===== config.mk =====
export PLATFORM = sky130hd
export DESIGN_NAME = qdi_rx_deser
export DESIGN_NICKNAME = d
export VERILOG_FILES = /design/src/rtl/qdi_rx_deser.sv
export SDC_FILE = /design/constraint.sdc
export NUM_CORES = 1
export LEC_CHECK = 0
export ABC_AREA = 1
export ABC_CLOCK_PERIOD_IN_PS = 1600
export CAP_MARGIN = 40
export CORE_MARGIN = 2
export CORE_UTILIZATION = 25
export CTS_CLUSTER_DIAMETER = 80
export DETAILED_ROUTE_END_ITERATION = 10
export PLACE_DENSITY_LB_ADDON = 0.2
export SLEW_MARGIN = 25
export SYNTH_ARGS = -nofsm -noshare
export SYNTH_HDL_FRONTEND = slang
export SYNTH_SLANG_ARGS = --single-unit

===== constraint.sdc =====
create_clock -name clk -period 1.6 [get_ports clk]
set_input_delay 0.24 -clock clk [delete_from_list [all_inputs] [get_ports clk]]
set_output_delay 0.24 -clock clk [all_outputs]
set_load 0.05 [all_outputs]

===== src/rtl/qdi_rx_deser.sv =====
// Clocked receiver for a dual-rail 4-phase QDI channel. It synchronizes each rail,
// deserializes tokens LSB-first into FLIT_W-bit flits and offers them on valid/ready.
module qdi_rx_deser #(
    parameter int unsigned FLIT_W      = 8,
    parameter int unsigned SYNC_STAGES = 2
) (
    input  logic              clk,
    input  logic              RESET,
    input  logic [1:0]        ch_r,
    output logic              ch_re,
    output logic [FLIT_W-1:0] flit_data,
    output logic              flit_valid,
    input  logic              flit_ready,
    output logic              err
);

    localparam int unsigned CNT_W = $clog2(FLIT_W);
    localparam logic [CNT_W-1:0] CNT_LAST = CNT_W'(FLIT_W - 1);

    typedef enum logic [1:0] {
        S_REQ   = 2'd0,
        S_RTZ   = 2'd1,
        S_STALL = 2'd2
    } state_t;

    logic [1:0]             sync_q [SYNC_STAGES];
    logic [1:0]             sync_d [SYNC_STAGES];
    logic [SYNC_STAGES-1:0] sync_vld_q, sync_vld_d;

    state_t                 state_q, state_d;
    logic                   ch_re_q, ch_re_d;
    logic [FLIT_W-2:0]      sh_q, sh_d;
    logic [CNT_W-1:0]       cnt_q, cnt_d;
    logic [FLIT_W-1:0]      flit_data_q, flit_data_d;
    logic                   flit_valid_q, flit_valid_d;
    logic                   pend_q, pend_d;
    logic [FLIT_W-1:0]      pend_data_q, pend_data_d;
    logic                   err_q, err_d;

    logic [1:0]             s_c;
    logic                   s_valid_c;
    logic                   s_neutral_c;
    logic                   s_illegal_c;
    logic                   slot_free_c;
    logic [FLIT_W-1:0]      flit_new_c;

    // Rail synchronizer; sync_vld marks stages holding post-reset samples so the
    // zeros left by reset are never mistaken for a neutral from upstream.
    always_comb begin
        sync_d[0] = ch_r;
        for (int i = 1; i < int'(SYNC_STAGES); i++) begin
            sync_d[i] = sync_q[i-1];
        end
        sync_vld_d = {sync_vld_q[SYNC_STAGES-2:0], 1'b1};
    end

    assign s_c         = sync_q[SYNC_STAGES-1];
    assign s_valid_c   = s_c[1] ^ s_c[0];
    assign s_illegal_c = s_c[1] & s_c[0];
    assign s_neutral_c = (s_c == 2'b00) && (&sync_vld_q);
    assign slot_free_c = !flit_valid_q || flit_ready;
    assign flit_new_c  = {s_c[1], sh_q};

    // Handshake FSM, deserializer and output slot
    always_comb begin
        state_d      = state_q;
        sh_d         = sh_q;
        cnt_d        = cnt_q;
        pend_d       = pend_q;
        pend_data_d  = pend_data_q;
        flit_data_d  = flit_data_q;
        flit_valid_d = flit_valid_q && !flit_ready;
        err_d        = err_q | s_illegal_c;

        case (state_q)
            S_REQ: begin
                if (s_valid_c) begin
                    if (cnt_q == CNT_LAST) begin
                        cnt_d = '0;
                        if (slot_free_c) begin
                            flit_data_d  = flit_new_c;
                            flit_valid_d = 1'b1;
                        end else begin
                            pend_data_d = flit_new_c;
                            pend_d      = 1'b1;
                        end
                    end else begin
                        for (int i = 0; i < int'(FLIT_W) - 2; i++) begin
                            sh_d[i] = sh_q[i+1];
                        end
                        sh_d[FLIT_W-2] = s_c[1];
                        cnt_d          = cnt_q + CNT_W'(1);
                    end
                    state_d = S_RTZ;
                end
            end
            S_RTZ: begin
                if (s_neutral_c) begin
                    state_d = pend_q ? S_STALL : S_REQ;
                end
            end
            S_STALL: begin
                if (slot_free_c) begin
                    flit_data_d  = pend_data_q;
                    flit_valid_d = 1'b1;
                    pend_d       = 1'b0;
                    state_d      = S_REQ;
                end
            end
            default: state_d = S_RTZ;
        endcase

        ch_re_d = (state_d == S_REQ);
    end

    always_ff @(posedge clk) begin
        if (RESET) begin
            for (int i = 0; i < int'(SYNC_STAGES); i++) begin
                sync_q[i] <= 2'b00;
            end
            sync_vld_q   <= '0;
            state_q      <= S_RTZ;
            ch_re_q      <= 1'b0;
            sh_q         <= '0;
            cnt_q        <= '0;
            flit_data_q  <= '0;
            flit_valid_q <= 1'b0;
            pend_q       <= 1'b0;
            pend_data_q  <= '0;
            err_q        <= 1'b0;
        end else begin
            for (int i = 0; i < int'(SYNC_STAGES); i++) begin
                sync_q[i] <= sync_d[i];
            end
            sync_vld_q   <= sync_vld_d;
            state_q      <= state_d;
            ch_re_q      <= ch_re_d;
            sh_q         <= sh_d;
            cnt_q        <= cnt_d;
            flit_data_q  <= flit_data_d;
            flit_valid_q <= flit_valid_d;
            pend_q       <= pend_d;
            pend_data_q  <= pend_data_d;
            err_q        <= err_d;
        end
    end

    assign ch_re      = ch_re_q;
    assign flit_data  = flit_data_q;
    assign flit_valid = flit_valid_q;
    assign err        = err_q;

endmodule


==> flow_summary_export.csv <==
group,metric,value,unit
sta,hold_slack,0.4044,ns
synth,ys_warn_count,0,
synth,postSynthAreaPerCell,7.102,um^2
global_routing,antenna_found_initial,0,
sta,finalHoldViolations,0,
routing,vias,1289,
worst_setup_path,timing_worst_setup_path_type,"reg2reg",
status,status,"finished, final reports clean",
placement,place_hpwl,2063,um
synth,ys_ff_latch,38,
worst_setup_path,required,1.79,ns
flow_run,maxCapViolCount,0,
synth,netlist_area,1555,um^2
pwr,pwr-share-seq,46.8,%
final_layout,diodes,0,
clocking,cts_hold_buf,0,
clocking,cts_tree,"yes",
sta,finalCriticalPeriod,1.426,ns
final_layout,final_layout_size_suffix_gt1_share,13.69,%
floorplanning,coreArea,5956,um^2
global_routing,grt_max_degree,30,
final_layout,syn_to_final_growth,24.54,%
sta,fin_ws,0.1743,ns
routing,highest_layer,"met4",
clocking,clk_path_buf_depth,2,
global_routing,grt_usage,9.929,%
pwr,sw_frac_of_total,19.86,%
placement,place_area,1782,um^2
worst_setup_path,crit_arrival,1.62,ns
clocking,clk_pin_slew,0.08,ns
worst_setup_path,regToRegStartpoint,"sync_q[0][3]",
sta,maxSlewViolCount,0,
pwr,clockPowerShare,48.6,%
synth,seq_area_frac_synth,48.91,%
worst_setup_path,critPathTopFamily,"simple AND/OR/NAND/NOR gates",
global_routing,grt_pass1_vias,1207,
hold_path,hold_path_class,"reg2reg",
floorplanning,pin_count,16,
clocking,clk-insertion-delay-late,0.29,ns
worst_setup_path,cp_cell_sequence,"inv_1 -> ha_1 -> nand2_1 -> nor2_1 -> nand2_2 -> o21ai_0 -> nor2_1",
floorplanning,die_h,82.88,um
worst_setup_path,crit_top_cell,"nor2_1",
clocking,cts_sinks,38,
hold_path,hold_depth,2,
worst_setup_path,reg2reg_depth,7,
floorplanning,fp-row-count,28,
sta,max_freq,701.4,MHz
clocking,root_buffer,"clkbuf_8",
placement,portBuffers,15,
routing,wirelength,3021,um
sta,tns,0,ns
floorplanning,die_w,82.88,um
routing,wire_per_inst,9.560,um
sta,skew,0.006239,ns
routing,drc,0,
worst_setup_path,start_kind,"flip-flop",
synth,synth_nets,228,
worst_setup_path,worstReg2RegEnd,"pend_data_q[5]",
sta,min_period_over_period,89.11,%
routing,wirelength_met1,1596,um
routing,avgViaCountPerCell,4.079,
final_layout,final_cell_area,1937,um^2
sta,worstMarginPinSlew,0.2482,ns
sta,setup_viol,0,
hold_path,hold_start,"sync_q[0][1]",
global_routing,grt.overflow.total,0,
worst_setup_path,setup.worst_path.end_class,"flip-flop",
floorplanning,die_area,6868,um^2
floorplanning,initial_core_util,26.11,%
routing,wl_met3,113,um
worst_setup_path,ff2ff_setup_slack,0.17,ns
worst_setup_path,critPathMaxStageDelay,0.34,ns
final_layout,mostFrequentLayoutCell,"nor2_1",
sta,rsz0062_at_grt,"false",
clocking,ctsHtreeMaxLevel,2,
global_routing,grt_pass1_wl,5520,um
routing,wl_met2,1228,um
clocking,numCtsBuffers,5,
pwr,p_sw,0.4131,mW
synth,yosys.cell_types.count,17,
sta,slew_headroom,83.43,%
routing,drt_iter0_markers,33,
final_layout,mostFrequentLayoutCells,"62 x nor2_1, 39 x nand2_1, 38 x dfxtp_1",
pwr,leakage,0.9317,nW
synth,syn_inst,219,
worst_setup_path,cp_num_buf_inv,1,
placement,globalplace.congestion,0.7140,
hold_path,min_to,"sync_q[0][3]",
pwr,peakVddDrop,0.4310,mV
worst_setup_path,crit_slowest_cell,"dfxtp_1",
pwr,combinationalPowerShare,4.6,%
pwr,power_density,1074,nW/um^2
routing,ant_nets,0,
pwr,internal-power,1.668,mW
routing,drtPass1Iterations,4,
worst_setup_path,cp_max_fo,9,
final_layout,utilization,32.52,%
final_layout,final_nets,249,
placement,dp_worst_setup_slack,0.09140,ns
-- power groups by stage --
| stage | Combinational, mW | Clock [mW] | Sequential (mW) |
|---|---|---|---|
| after global placement | 0.0972 | 0 | 0.995 |
| after detailed placement | 0.0975 | 0 | 0.995 |
| after floorplan | 0.0578 | 0 | 1.00 |
| after CTS | 0.0976 | 1.04 | 0.973 |
| after global routing | 0.111 | 1.09 | 0.976 |
| final | 0.0961 | 1.01 | 0.973 |
-- worst min-delay path: stages, from the launching register on --
cell,delay (ns)
dfxtp_1,0.30
inv_1,0.04
nor2_1,0.03
-- what timing repair did --
item,in CTS,in global routing
setup buffers,0,1
gates resized for setup,0,2
setup endpoints to repair,0,14
-- stage by stage --
step	instances	total power, mW
final	316	2.081
after global placement	307	1.093
after CTS	315	2.110
after detailed placement	307	1.093
after global routing	316	2.173
after floorplan	219	1.058
-- flip-flops by register name (all words and copies together) (netlist names) --
register	count
ch_re	1
cnt_q	3
err	1
flit_data	8
flit_valid	1
pend_data_q	8
pend_q	1
sh_q	7
state_q	2
sync_q	4
sync_vld_q	2
-- worst max path at each step --
stage / from / end / slack, ns / cells past startpoint
after floorplan: flit_valid / pend_data_q[0] / 0.21 / 5
after global placement: flit_ready / pend_data_q[7] / 0.12 / 8
after detailed placement: flit_ready / pend_data_q[0] / 0.09 / 8
after CTS: sync_q[0][3] / pend_data_q[2] / 0.10 / 8
after global routing: sync_q[0][3] / pend_data_q[2] / 0.001 / 7
final: sync_q[0][3] / pend_data_q[5] / 0.17 / 7
-- synthesized netlist by cell type --
library cell	number	area (um^2)
nor2_2	1	6.260
buf_6	1	11.26
o21ai_0	20	100.1
inv_1	22	82.58
nand3b_1	1	7.510
nor2_1	62	232.7
nand2_4	1	11.26
buf_2	5	25.02
dfxtp_1	38	760.7
nand2_2	2	12.51
nand3_1	12	60.06
a21oi_1	5	25.02
o21ai_1	1	5.000
inv_2	3	11.26
clkbuf_1	1	3.750
ha_1	4	50.05
nand2_1	40	150.1
-- per-layer routing --
| layer | GRT usage (%) | vias to the layer above |
|---|---|---|
| met2 | 14.08 | 18 |
| met4 | 5.812 | 0 |
| met1 | 13.16 | 549 |
| met3 | 3.082 | 6 |
| li1 | - | 716 |
| met5 | 0 | - |
-- cell families (layout without fill, tap and decap cells) --
group	after synthesis	count (layout)	synth area share [%]
adders and majority gates	4	4	3.218
DFF	38	38	48.91
AOI/OAI and AO/OA	26	26	8.367
and+or+nand+nor	119	119	30.89
buffers and inverters	32	54	8.608
-- area by class of cell --
| type | count | area, um^2 |
|---|---|---|
| timing repair buffer | 21 | 180.2 |
| clock inverter | 2 | 60.06 |
| fill | 664 | 4019 |
| multi-input combinational | 149 | 663.1 |
| tap | 75 | 93.84 |
| sequential | 38 | 760.7 |
| clock buffer | 6 | 82.58 |
| inverter | 25 | 96.34 |
No activity file was read; power rests on OpenSTA's default activity.
==> RTL edit 1: new RTL, same flow settings <==
Take the reset off `flit_data_q` and load it in a clocked block of its own.
--- a/src/rtl/qdi_rx_deser.sv
+++ b/src/rtl/qdi_rx_deser.sv
@@ -123,7 +123,6 @@
             ch_re_q      <= 1'b0;
             sh_q         <= '0;
             cnt_q        <= '0;
-            flit_data_q  <= '0;
             flit_valid_q <= 1'b0;
             pend_q       <= 1'b0;
             pend_data_q  <= '0;
@@ -137,12 +136,15 @@
             ch_re_q      <= ch_re_d;
             sh_q         <= sh_d;
             cnt_q        <= cnt_d;
-            flit_data_q  <= flit_data_d;
             flit_valid_q <= flit_valid_d;
             pend_q       <= pend_d;
             pend_data_q  <= pend_data_d;
             err_q        <= err_d;
         end
+    end
+
+    always_ff @(posedge clk) begin
+        flit_data_q <= flit_data_d;
     end
 
     assign ch_re      = ch_re_q;
Formal check against the unedited RTL: same outputs for any inputs over 10 cycles, from zero or initial values and one cycle with RESET high; that may be too few to reach the edited logic, so the function may still have changed.
==> RTL edit 1 against the original RTL <==
Design area fell by 3.6%; wire length fell by 12%; non-clock buffer count did not move; die area fell by 1.0%; setup slack got worse by 0.067 ns; area after synthesis fell by 1.0%; final cell count fell by 9.2%; largest cell class unchanged; sequential power rose by 2.6%; core utilization fell by 0.97 points; sequential cell count did not move; power fell by 17%.
==> RTL edit 1: results (changes against the original RTL) <==
stage;metric;value;unit;change
drt;DR WL/cell;9.27;um;was 9.56 um
power;Static Leakage;0.789;nW;was 0.932 nW
synthesis;post-synthesis compound-gate area fraction;8.37;%;about the same
drt;DR WL met3;94;um;was 113 um
synthesis;Synth cell types;19;;was 17
layout;# fillers;642;;was 664
power;Peak supply drop;0.254;mV;was 0.431 mV
grt;vias in the first global route;1124;;was 1207
synthesis;EDFF count, synth;8;;was 0
timing;relative slew slack;74.8;%;was 83.4%
setup_path;CP arrival;1.47;ns;was 1.62 ns
drt;vias;1150;;was 1289
drt;M1 wire length;1370;um;was 1600 um
synthesis;Synth area leaders;dfxtp_1 (39%), edfxtp_1 (16%), nor2_1 (11%);;was dfxtp_1 (49%), nor2_1 (15%), nand2_1 (9.7%)
grt;pin count of the biggest net entering global routing;22;;was 30
setup_path;Reg2Reg Setup Slack;0.11;ns;was 0.17 ns
setup_path;CP max FO;8;;was 9
placement;area post-placement;1790;sq um;was 1780 sq um
clock_network;post-cts resize count;0;;unchanged
layout;share of post-route cells with drive strength above 1;15.1;%;was 13.7%
drt;initial drt markers;71;;was 33
placement;GP Congestion;0.683;;was 0.714
synthesis;Synth Area in Adders;3.25;%;was 3.22%
synthesis;post-synthesis average cell area;8.19;sq um;was 7.10 sq um
grt;initial antenna violation count;0;;unchanged
synthesis;Synth top cells by count;nor2_1 (46), dfxtp_1 (30), nand2_1 (30);;was nor2_1 (62), nand2_1 (40), dfxtp_1 (38)
grt;total track usage;9.67;%;was 9.93%
synthesis;register area share after synthesis;54.6;%;was 48.9%
placement;placed insts;279;;was 307
status;outcome;finished, final reports clean;;unchanged
grt;first-pass GRT wire length;4940;um;was 5520 um
clock_network;CTS clk-pin slew, worst paths;0.07;ns;
grt;met1 global-route usage;11.3;%;was 13.2%
timing;clk_skew;0.00385;ns;was 0.00624 ns
placement;DP HPWL;1970;um;was 2060 um
grt;met2 usage;15.6;%;was 14.1%
grt;met3 Usage GRT;2.93;%;was 3.08%
setup_path;R2R depth;6;;was 7
setup_path;Critical Path Sink;flit_data[1]$_DFFE_PP_;;was pend_data_q[5]$_SDFFE_PP0P_
worst_hold_path;HP Start;sync_q[0][0]$_SDFF_PP0_;;was sync_q[0][1]$_SDFF_PP0_
layout;Nets;220;;was 249
drt;Met2 Routed Length;1130;um;was 1230 um
setup_path;delay-heaviest family, CP;flip-flops;;was simple AND/OR/NAND/NOR gates
layout;fin cells;287;;was 316
RTL edit 1: power by group through the flow:
stage / clock [mW] / combinational (mW) / sequential [mW]
2_1_floorplan: 0 / 0.0567 / 1.03
3_3_place_gp: 0 / 0.0982 / 1.02
3_5_place_dp: 0 / 0.0982 / 1.02
4_1_cts: 0.646 / 0.0987 / 0.998
5_1_grt: 0.680 / 0.111 / 1.00
6_report: 0.622 / 0.0966 / 0.998
RTL edit 1: layout make-up:
type | count | area (sq um) | area share (%)
sequential | 38 | 841 | 45.0
multi-input combinational | 119 | 573 | 30.7
timing repair buffer | 21 | 180 | 9.65
inverter | 26 | 98.8 | 5.29
tap | 75 | 93.8 | 5.02
clock buffer | 6 | 72.6 | 3.88
clock inverter | 2 | 8.76 | 0.469
RTL edit 1: stage by stage:
step                      worst slack [ns]  utilization [%]
after floorplan                     0.0363                -
after global placement              0.0682             30.2
after detailed placement            0.0477             30.2
after CTS                           0.0819             31.6
after global routing              0.000278             31.6
final                                0.107             31.6
==> RTL edit 2: new RTL, same settings <==
Without the edit above. `SYNC_STAGES`: 2 -> 4.
--- a/src/rtl/qdi_rx_deser.sv
+++ b/src/rtl/qdi_rx_deser.sv
@@ -2,7 +2,7 @@
 // deserializes tokens LSB-first into FLIT_W-bit flits and offers them on valid/ready.
 module qdi_rx_deser #(
     parameter int unsigned FLIT_W      = 8,
-    parameter int unsigned SYNC_STAGES = 2
+    parameter int unsigned SYNC_STAGES = 4
 ) (
     input  logic              clk,
     input  logic              RESET,
Function: changed (Yosys sat finds a counterexample within 4 cycles, from zero or initial values and one cycle with RESET high).
==> RTL edit 2 against the original RTL <==
Sequential cell count rose by 6; core utilization fell by 1.8 points; count of clock-buffer cells in the layout did not move; clock power fell by 36%; critical path type unchanged; highest routed layer unchanged; power fell by 13%; largest power group is now sequential cells; design area rose by 6.1%; clock skew rose by 0.0064 ns; sequential power rose by 14%; combinational power fell by 42%; critical path depth did not move; setup slack got worse by 0.020 ns; wire length rose by 6.0%; area after synthesis rose by 9.6%.
==> RTL edit 2: results (changes against the original RTL) <==
stage;metric;value;unit;change
status;outcome;finished, final reports clean;;unchanged
synthesis;Synth Register Bits;44;;was 38
drt;post-DR vias/cell;4.05;;was 4.08
power;Peak supply drop;0.280;mV;was 0.431 mV
setup_path;Worst path slowest cell;ha_1;;was dfxtp_1
power;Sw Ratio;21.2;%;was 19.9%
synthesis;Synth top cells by count;dfxtp_1 (44), nor2_1 (34), inv_1 (26);;was nor2_1 (62), nand2_1 (40), dfxtp_1 (38)
setup_path;Worst R2R End;flit_data[1]$_SDFFE_PP0P_;;was pend_data_q[5]$_SDFFE_PP0P_
synthesis;post-synthesis compound-gate area fraction;17.6;%;was 8.37%
setup_path;CP max FO;10;;was 9
layout;Seq area share;42.9;%;was 39.3%
grt;total track usage;9.15;%;was 9.93%
grt;pin count of the biggest net entering global routing;31;;was 30
drt;Met2 Routed Length;1340;um;was 1230 um
timing;period utilisation layout;90.4;%;was 89.1%
layout;Final non-clock buffer share;10.7;%;was 9.30%
layout;Clock buffers and inverters, area share;3.78;%;was 7.36%
worst_hold_path;Hold Path Sink;sync_q[2][0]$_SDFF_PP0_;;was sync_q[0][3]$_SDFF_PP0_
timing;final hold slack;0.402;ns;was 0.404 ns
synthesis;Synth Area in Adders;2.94;%;was 3.22%
timing;clk_skew;0.0126;ns;was 0.00624 ns
grt;first-pass GRT wire length;5410;um;was 5520 um
layout;multi-input gates;128;;was 149
setup_path;Reg2Reg Setup Slack;0.15;ns;was 0.17 ns
synthesis;Synth top area share;51.7;%;was 48.9%
setup_path;Critical Path Sink;flit_data[1]$_SDFFE_PP0P_;;was pend_data_q[5]$_SDFFE_PP0P_
power;P_seq;1.11;mW;was 0.973 mW
layout;multi-input combinational area share;32.6;%;was 34.2%
placement;DP HPWL;2240;um;was 2060 um
layout;# fillers;721;;was 664
grt;vias in the first global route;1108;;was 1207
worst_hold_path;HP Start;sync_q[1][0]$_SDFF_PP0_;;was sync_q[0][1]$_SDFF_PP0_
synthesis;Synth cell types;23;;was 17
-- RTL edit 2: changes by cell type after synthesis, sizes merged, moves of 3 or more --
| cell | unedited run | this run |
|---|---|---|
| dfxtp | 38 | 44 |
| nand3 | 12 | 4 |
| nand2 | 43 | 26 |
| nor2 | 63 | 37 |
| inv | 25 | 28 |
| a21oi | 5 | 22 |
| o21ai | 21 | 33 |
-- RTL edit 2: metal layers --
layer,track usage [%],vias to the layer above
met4,3.41,0
met2,13.1,13
met1,13.1,537
met5,0,-
li1,-,702
met3,2.57,4
-- RTL edit 2: stage by stage --
stage | instance area (sq um) | cells
floorplan | 1700 | 208
global placement | 1970 | 303
detailed placement | 1970 | 303
CTS | 2050 | 310
global route | 2050 | 310
finish | 2050 | 310
-- RTL edit 2: repair_timing --
action | CTS | global route
endpoints found under the setup margin | 0 | 4
resized for setup | 0 | 3
hold endpoints to repair | 0 | 0
